<file path="src/rtl/rv_fetch_pkg.sv">
// Shared types and defaults for the RV32 instruction fetch front end.
package rv_fetch_pkg;

  localparam int XLEN_DEF = 32;
  localparam int ILEN     = 32;
  localparam logic [XLEN_DEF-1:0] RESET_VEC_DEF = '0;

  typedef struct packed {
    logic [XLEN_DEF-1:0] pc;
    logic [ILEN-1:0]     instr;
  } fetch_entry_t;

endpackage

</file>
<file path="src/rtl/fetch_fifo.sv">
// Synchronous FIFO of fetched {pc, instr} entries with flush; head is read straight from the array.
import rv_fetch_pkg::*;

module fetch_fifo #(
  parameter int  DEPTH   = 2,
  parameter type entry_t = fetch_entry_t
) (
  input  logic                       clk,
  input  logic                       rst_n,
  input  logic                       flush,
  input  logic                       push,
  input  entry_t                     wdata,
  input  logic                       pop,
  output entry_t                     rdata,
  output logic                       full,
  output logic                       empty,
  output logic [$clog2(DEPTH+1)-1:0] count
);

  localparam int AW = (DEPTH > 1) ? $clog2(DEPTH) : 1;
  localparam int CW = $clog2(DEPTH + 1);

  entry_t          mem [DEPTH];
  logic [AW-1:0]   wr_ptr_reg;
  logic [AW-1:0]   rd_ptr_reg;
  logic [CW-1:0]   count_reg;
  logic            wr_en;
  logic            rd_en;

  // Flush wins over both ports so nothing from the flushed stream survives.
  assign wr_en = push && !flush && !full;
  assign rd_en = pop && !flush && !empty;

  always_ff @(posedge clk or negedge rst_n) begin
    if (!rst_n) begin
      wr_ptr_reg <= '0;
      rd_ptr_reg <= '0;
      count_reg  <= '0;
    end else if (flush) begin
      wr_ptr_reg <= '0;
      rd_ptr_reg <= '0;
      count_reg  <= '0;
    end else begin
      if (wr_en) wr_ptr_reg <= wr_ptr_reg + AW'(1);
      if (rd_en) rd_ptr_reg <= rd_ptr_reg + AW'(1);
      case ({wr_en, rd_en})
        2'b10:   count_reg <= count_reg + CW'(1);
        2'b01:   count_reg <= count_reg - CW'(1);
        default: count_reg <= count_reg;
      endcase
    end
  end

  always_ff @(posedge clk) begin
    if (wr_en) mem[wr_ptr_reg] <= wdata;
  end

  assign rdata = mem[rd_ptr_reg];
  assign full  = (count_reg == CW'(DEPTH));
  assign empty = (count_reg == '0);
  assign count = count_reg;

endmodule

</file>
<file path="src/rtl/pc_fetch_unit.sv">
// Program counter and fetch front end: issues imem requests under a credit limit, tracks
// outstanding fetches, drops stale responses after trap/redirect and buffers the rest.
import rv_fetch_pkg::*;

module pc_fetch_unit #(
  parameter int              XLEN      = XLEN_DEF,
  parameter logic [XLEN-1:0] RESET_VEC = XLEN'(RESET_VEC_DEF),
  parameter int              DEPTH     = 2
) (
  input  logic            clk,
  input  logic            rst_n,
  input  logic            stall_i,
  input  logic            redirect_i,
  input  logic [XLEN-1:0] redirect_pc_i,
  input  logic            trap_i,
  input  logic [XLEN-1:0] trap_pc_i,
  output logic            imem_req_o,
  output logic [XLEN-1:0] imem_addr_o,
  input  logic            imem_gnt_i,
  input  logic            imem_rvalid_i,
  input  logic [ILEN-1:0] imem_rdata_i,
  output logic            if_valid_o,
  output logic [XLEN-1:0] if_pc_o,
  output logic [ILEN-1:0] if_instr_o,
  input  logic            if_ready_i,
  output logic [XLEN-1:0] cur_pc_o
);

  localparam int CW = $clog2(DEPTH + 1);
  localparam logic [CW-1:0] DEPTH_C = CW'(DEPTH);

  typedef struct packed {
    logic [XLEN-1:0] pc;
    logic [ILEN-1:0] instr;
  } entry_t;

  logic [XLEN-1:0] pc_q, pc_next;
  logic [XLEN-1:0] resp_pc_q, resp_pc_next;
  logic [CW-1:0]   out_cnt_q, out_cnt_next;
  logic [CW-1:0]   drop_cnt_q, drop_cnt_next;

  logic            flush;
  logic [XLEN-1:0] target;
  logic [CW:0]     inflight;
  logic            gnt_fire;
  logic            push;
  logic            pop;
  logic            q_full;
  logic            q_empty;
  logic [CW-1:0]   q_cnt;
  entry_t          push_entry;
  entry_t          head;

  assign flush  = trap_i || redirect_i;
  assign target = trap_i ? {trap_pc_i[XLEN-1:2], 2'b00} : {redirect_pc_i[XLEN-1:2], 2'b00};

  // Every slot is reserved at grant time, so in-flight plus buffered never exceeds DEPTH.
  assign inflight   = {1'b0, out_cnt_q} + {1'b0, q_cnt};
  assign imem_req_o = rst_n && !flush && !stall_i && (inflight < {1'b0, DEPTH_C});
  assign gnt_fire   = imem_req_o && imem_gnt_i;

  assign push       = imem_rvalid_i && (drop_cnt_q == '0) && !flush;
  assign pop        = if_valid_o && if_ready_i && !flush;
  assign push_entry = '{pc: resp_pc_q, instr: imem_rdata_i};

  always_comb begin
    pc_next       = pc_q;
    resp_pc_next  = resp_pc_q;
    out_cnt_next  = out_cnt_q;
    drop_cnt_next = drop_cnt_q;
    if (flush) begin
      // Everything still outstanding after this cycle belongs to the old stream.
      pc_next       = target;
      resp_pc_next  = target;
      out_cnt_next  = out_cnt_q - CW'(imem_rvalid_i);
      drop_cnt_next = out_cnt_q - CW'(imem_rvalid_i);
    end else begin
      if (gnt_fire) pc_next = pc_q + XLEN'(4);
      out_cnt_next = out_cnt_q + CW'(gnt_fire) - CW'(imem_rvalid_i);
      if (imem_rvalid_i) begin
        if (drop_cnt_q != '0) drop_cnt_next = drop_cnt_q - CW'(1);
        else                  resp_pc_next  = resp_pc_q + XLEN'(4);
      end
    end
  end

  always_ff @(posedge clk or negedge rst_n) begin
    if (!rst_n) begin
      pc_q       <= RESET_VEC;
      resp_pc_q  <= RESET_VEC;
      out_cnt_q  <= '0;
      drop_cnt_q <= '0;
    end else begin
      pc_q       <= pc_next;
      resp_pc_q  <= resp_pc_next;
      out_cnt_q  <= out_cnt_next;
      drop_cnt_q <= drop_cnt_next;
    end
  end

  fetch_fifo #(
    .DEPTH   (DEPTH),
    .entry_t (entry_t)
  ) u_fifo (
    .clk   (clk),
    .rst_n (rst_n),
    .flush (flush),
    .push  (push),
    .wdata (push_entry),
    .pop   (pop),
    .rdata (head),
    .full  (q_full),
    .empty (q_empty),
    .count (q_cnt)
  );

  // Head storage is not reset, so the data outputs are masked while the queue is empty.
  assign if_valid_o  = !q_empty;
  assign if_pc_o     = q_empty ? '0 : head.pc;
  assign if_instr_o  = q_empty ? '0 : head.instr;
  assign imem_addr_o = pc_q;
  assign cur_pc_o    = pc_q;

  a_rvalid_outstanding: assert property (@(posedge clk) disable iff (!rst_n)
    imem_rvalid_i |-> (out_cnt_q != '0));
  a_cnt_order: assert property (@(posedge clk) disable iff (!rst_n)
    (drop_cnt_q <= out_cnt_q) && (out_cnt_q <= DEPTH_C));
  a_no_overflow: assert property (@(posedge clk) disable iff (!rst_n)
    !(push && q_full && !pop));

endmodule

</file>
<file path="config.mk">
export PLATFORM = sky130hd
export DESIGN_NAME = pc_fetch_unit
export DESIGN_NICKNAME = d
export VERILOG_FILES = /design/src/rtl/rv_fetch_pkg.sv /design/src/rtl/fetch_fifo.sv /design/src/rtl/pc_fetch_unit.sv
export SDC_FILE = /design/constraint.sdc
export NUM_CORES = 1
export LEC_CHECK = 0
export ABC_AREA = 1
export CAP_MARGIN = 30
export CORE_ASPECT_RATIO = 0.8
export CORE_UTILIZATION = 50
export DETAILED_ROUTE_END_ITERATION = 16
export PLACE_DENSITY = 0.79
export SLEW_MARGIN = 25
export SYNTH_ARGS = -nofsm -noshare
export SYNTH_HDL_FRONTEND = slang
export SYNTH_HIERARCHICAL = 1
export SYNTH_SLANG_ARGS = --single-unit
</file>
<file path="constraint.sdc">
create_clock -name clk -period 7.24 [get_ports clk]
set_input_delay 1.448 -clock clk [delete_from_list [all_inputs] [get_ports clk]]
set_output_delay 1.448 -clock clk [all_outputs]
set_load 0.02 [all_outputs]
</file>
==> results.sh <==
export IMPL_outcome="completed"
export IMPL_synth_common_cells="nor2_1 (286), nand2_1 (201), inv_1 (138), edfxtp_1 (128), a21oi_1 (69)"
export IMPL_grt_max_degree=71
export IMPL_numCtsBuffers=17
export IMPL_synth_edff_count=128
export IMPL_largest_register="u_fifo/mem"
export IMPL_initial_core_util_pct=51.1
export IMPL_fin_skew_ns=0.0134
export IMPL_synth_largest_area_cell="edfxtp_1"
export IMPL_finalPower_mw=2.95
export IMPL_rsz0062_at_grt="false"
export IMPL_hold_buffers=0
export IMPL_syn_avg_cell_area_sq_um=8.74
export IMPL_grt_overflow=0
export IMPL_worstPathRequired_ns=5.79
export IMPL_max_freq_mhz=213
export IMPL_root_buffer="clkbuf_16"
export IMPL_final_layout_size_suffix_gt1_share_pct=6.96
export IMPL_path_clk_slew_ns=0.08
export IMPL_yosysMostFrequentCell="nor2_1"
export IMPL_ys_top_cells_by_area="edfxtp_1 (36%), dfrtp_1 (16%), nor2_1 (10%)"
export IMPL_die_w_um=165
export IMPL_crit_path_end_kind="output pin"
export IMPL_dieArea_sq_um=21700
export IMPL_ant_nets=0
export IMPL_period_share_pct=64.9
export IMPL_r2r_slack_ns=4.12
export IMPL_holdCritStartpoint="drop_cnt_q[0]"
export IMPL_clk_path_buf_depth=2
export IMPL_antenna_found_initial=0
export IMPL_synth_seq_cells=196
export IMPL_ctsHtreeMaxLevel=4
export IMPL_grt_pass1_wl_mm=41.8
export IMPL_syn_cell_area_sq_um=10600
export IMPL_async_reset_ff_share_pct=34.7
export IMPL_grt_pass1_vias=8347
export IMPL_cts_sinks=196
export IMPL_cp_arrival_ns=3.25
export IMPL_ys_warnings_count=6
export IMPL_yosys_most_used_dff="edfxtp_1"
export IMPL_cts_tree="yes"
export IMPL_area_growth_syn_to_layout_pct=27.1
export IMPL_ios=234
export IMPL_drc=0
export IMPL_netlist_instances=1210
export IMPL_place_congestion=0.898
export IMPL_cts_setup_buffers=0
export IMPL_maxSlewViolCount=0
export IMPL_critPathKind="input pin to output pin"
export IMPL_critical_path_max_fanout=32
export IMPL_r2r_cells=9
export IMPL_drt_first_pass_iters=5
export IMPL_timing_rr_end="u_fifo/mem[1][7]"
export IMPL_hold_end="drop_cnt_q[0]"
export IMPL_maxCapViolCount=0
export IMPL_yosys_area_top_type_share_pct=36.3
export IMPL_hpwl_mm=18.6
export IMPL_min_path_cells=2
export IMPL_largest_reg_flops=128
export IMPL_fin_crit_ns=4.70
export IMPL_die_h_um=132
export IMPL_core_sq_um=20700
export IMPL_vias=8818
export IMPL_drt_iter0_markers=739
export IMPL_worst_pin_slew_ns=0.973
export IMPL_vdd_drop_max_uv=163
export IMPL_r2r_start="drop_cnt_q[0]"
export IMPL_totalNegativeSetupSlack_ns=0
export IMPL_crit_path_start_kind="input pin"
export IMPL_holdCritPathClass="register to register"
export IMPL_n_antenna_cell=0
export IMPL_setup_viol=0
export IMPL_yosysUniqueCellTypes=41
export IMPL_powerDensity_nw_per_um2=220
export IMPL_nNetsFinal=1507
export IMPL_hold_violations=0
export IMPL_cts_resized=0
export IMPL_ys_seq_area_share_pct=52.4
export IMPL_p_leak_nw=5.49
export IMPL_rows=47
export IMPL_grt_use_total_pct=24.9
export IMPL_clock_latency_ns=0.44
export IMPL_relSlewSlack_pct=35.0
export IMPL_wl_per_cell_um=16.0
export IMPL_viasPerCell=5.26
export IMPL_postRouteWirelength_mm=26.9
export IMPL_portBuffers=225
critical path, stage by stage:
cell and delay [ns]:
clkdlybuf4s50_1 0.45, buf_4 0.35, nor2_8 0.07, inv_4 0.26, nor2_8 0.10, clkdlybuf4s50_1 0.56
logic make-up after synthesis:
| logic type | count (synthesis) | share of synthesized area, % |
|---|---|---|
| other | 1 | 0.0355 |
| AOI/OAI and AO/OA | 142 | 7.19 |
| and+or+nand+nor | 576 | 22.2 |
| DFF | 196 | 52.4 |
| buffers and inverters | 218 | 9.63 |
| adders and majority gates | 7 | 0.899 |
| muxes | 64 | 7.17 |
| xor gates and xnor gates | 6 | 0.497 |
through the flow:
step	worst slack, ns	utilization, %	cell area [sq um]	hold slack, ns	std cells
3_5_place_dp	2.27	61.8	12800	0.531	1644
4_1_cts	2.55	64.7	13400	0.549	1676
3_3_place_gp	2.34	61.8	12800	0.511	1644
6_report	2.54	65.0	13400	0.549	1678
2_1_floorplan	1.56	-	10600	0.470	1217
5_1_grt	2.46	65.0	13400	0.574	1678
worst max-delay path by stage:
stage            from               end  cells past startpoint
2_1_floorplan  trap_i  u_fifo/mem[0][0]                     10
3_3_place_gp   trap_i      resp_pc_q[9]                      9
5_1_grt        trap_i        imem_req_o                      6
4_1_cts        trap_i        imem_req_o                      6
3_5_place_dp   trap_i      resp_pc_q[9]                      9
6_report       trap_i        imem_req_o                      6
cell type report:
type | instances | area, sq um
fill | 1711 | 7250
sequential | 196 | 5550
multi-input combinational | 803 | 4060
timing repair buffer | 235 | 2350
inverter | 143 | 539
clock buffer | 18 | 429
tap | 269 | 337
clock inverter | 14 | 179
per-layer routing:
layer / track usage [%] / routed length [um]
met2: 39.6 / 12300
met4: 6.98 / 336
met5: 0 / 0
met1: 34.5 / 11700
met3: 4.97 / 2610
report_power, final:
group	internal (mW)	switching [mW]	total, mW
Clock	0.501	0.468	0.969
Combinational	0.262	0.339	0.601
Sequential	1.27	0.111	1.38
cell usage in the layout (no fill, tap or decap), drive strengths merged:
master	instances
a21oi	69
a22oi	1
a31oi	5
buf	11
bufinv	1
clkbuf	18
clkdlybuf4s50	224
clkinv	4
conb	8
dfrtp	68
edfxtp	128
fa	1
ha	6
inv	152
mux2	64
nand2	206
nand3	61
nand3b	5
nand4	3
nor2	291
nor3	7
nor4	1
o211ai	6
o21a	2
o21ai	49
o21bai	5
o22ai	3
o31ai	2
or2	2
xnor2	1
xor2	5
(Power assumes the default switching activity.)
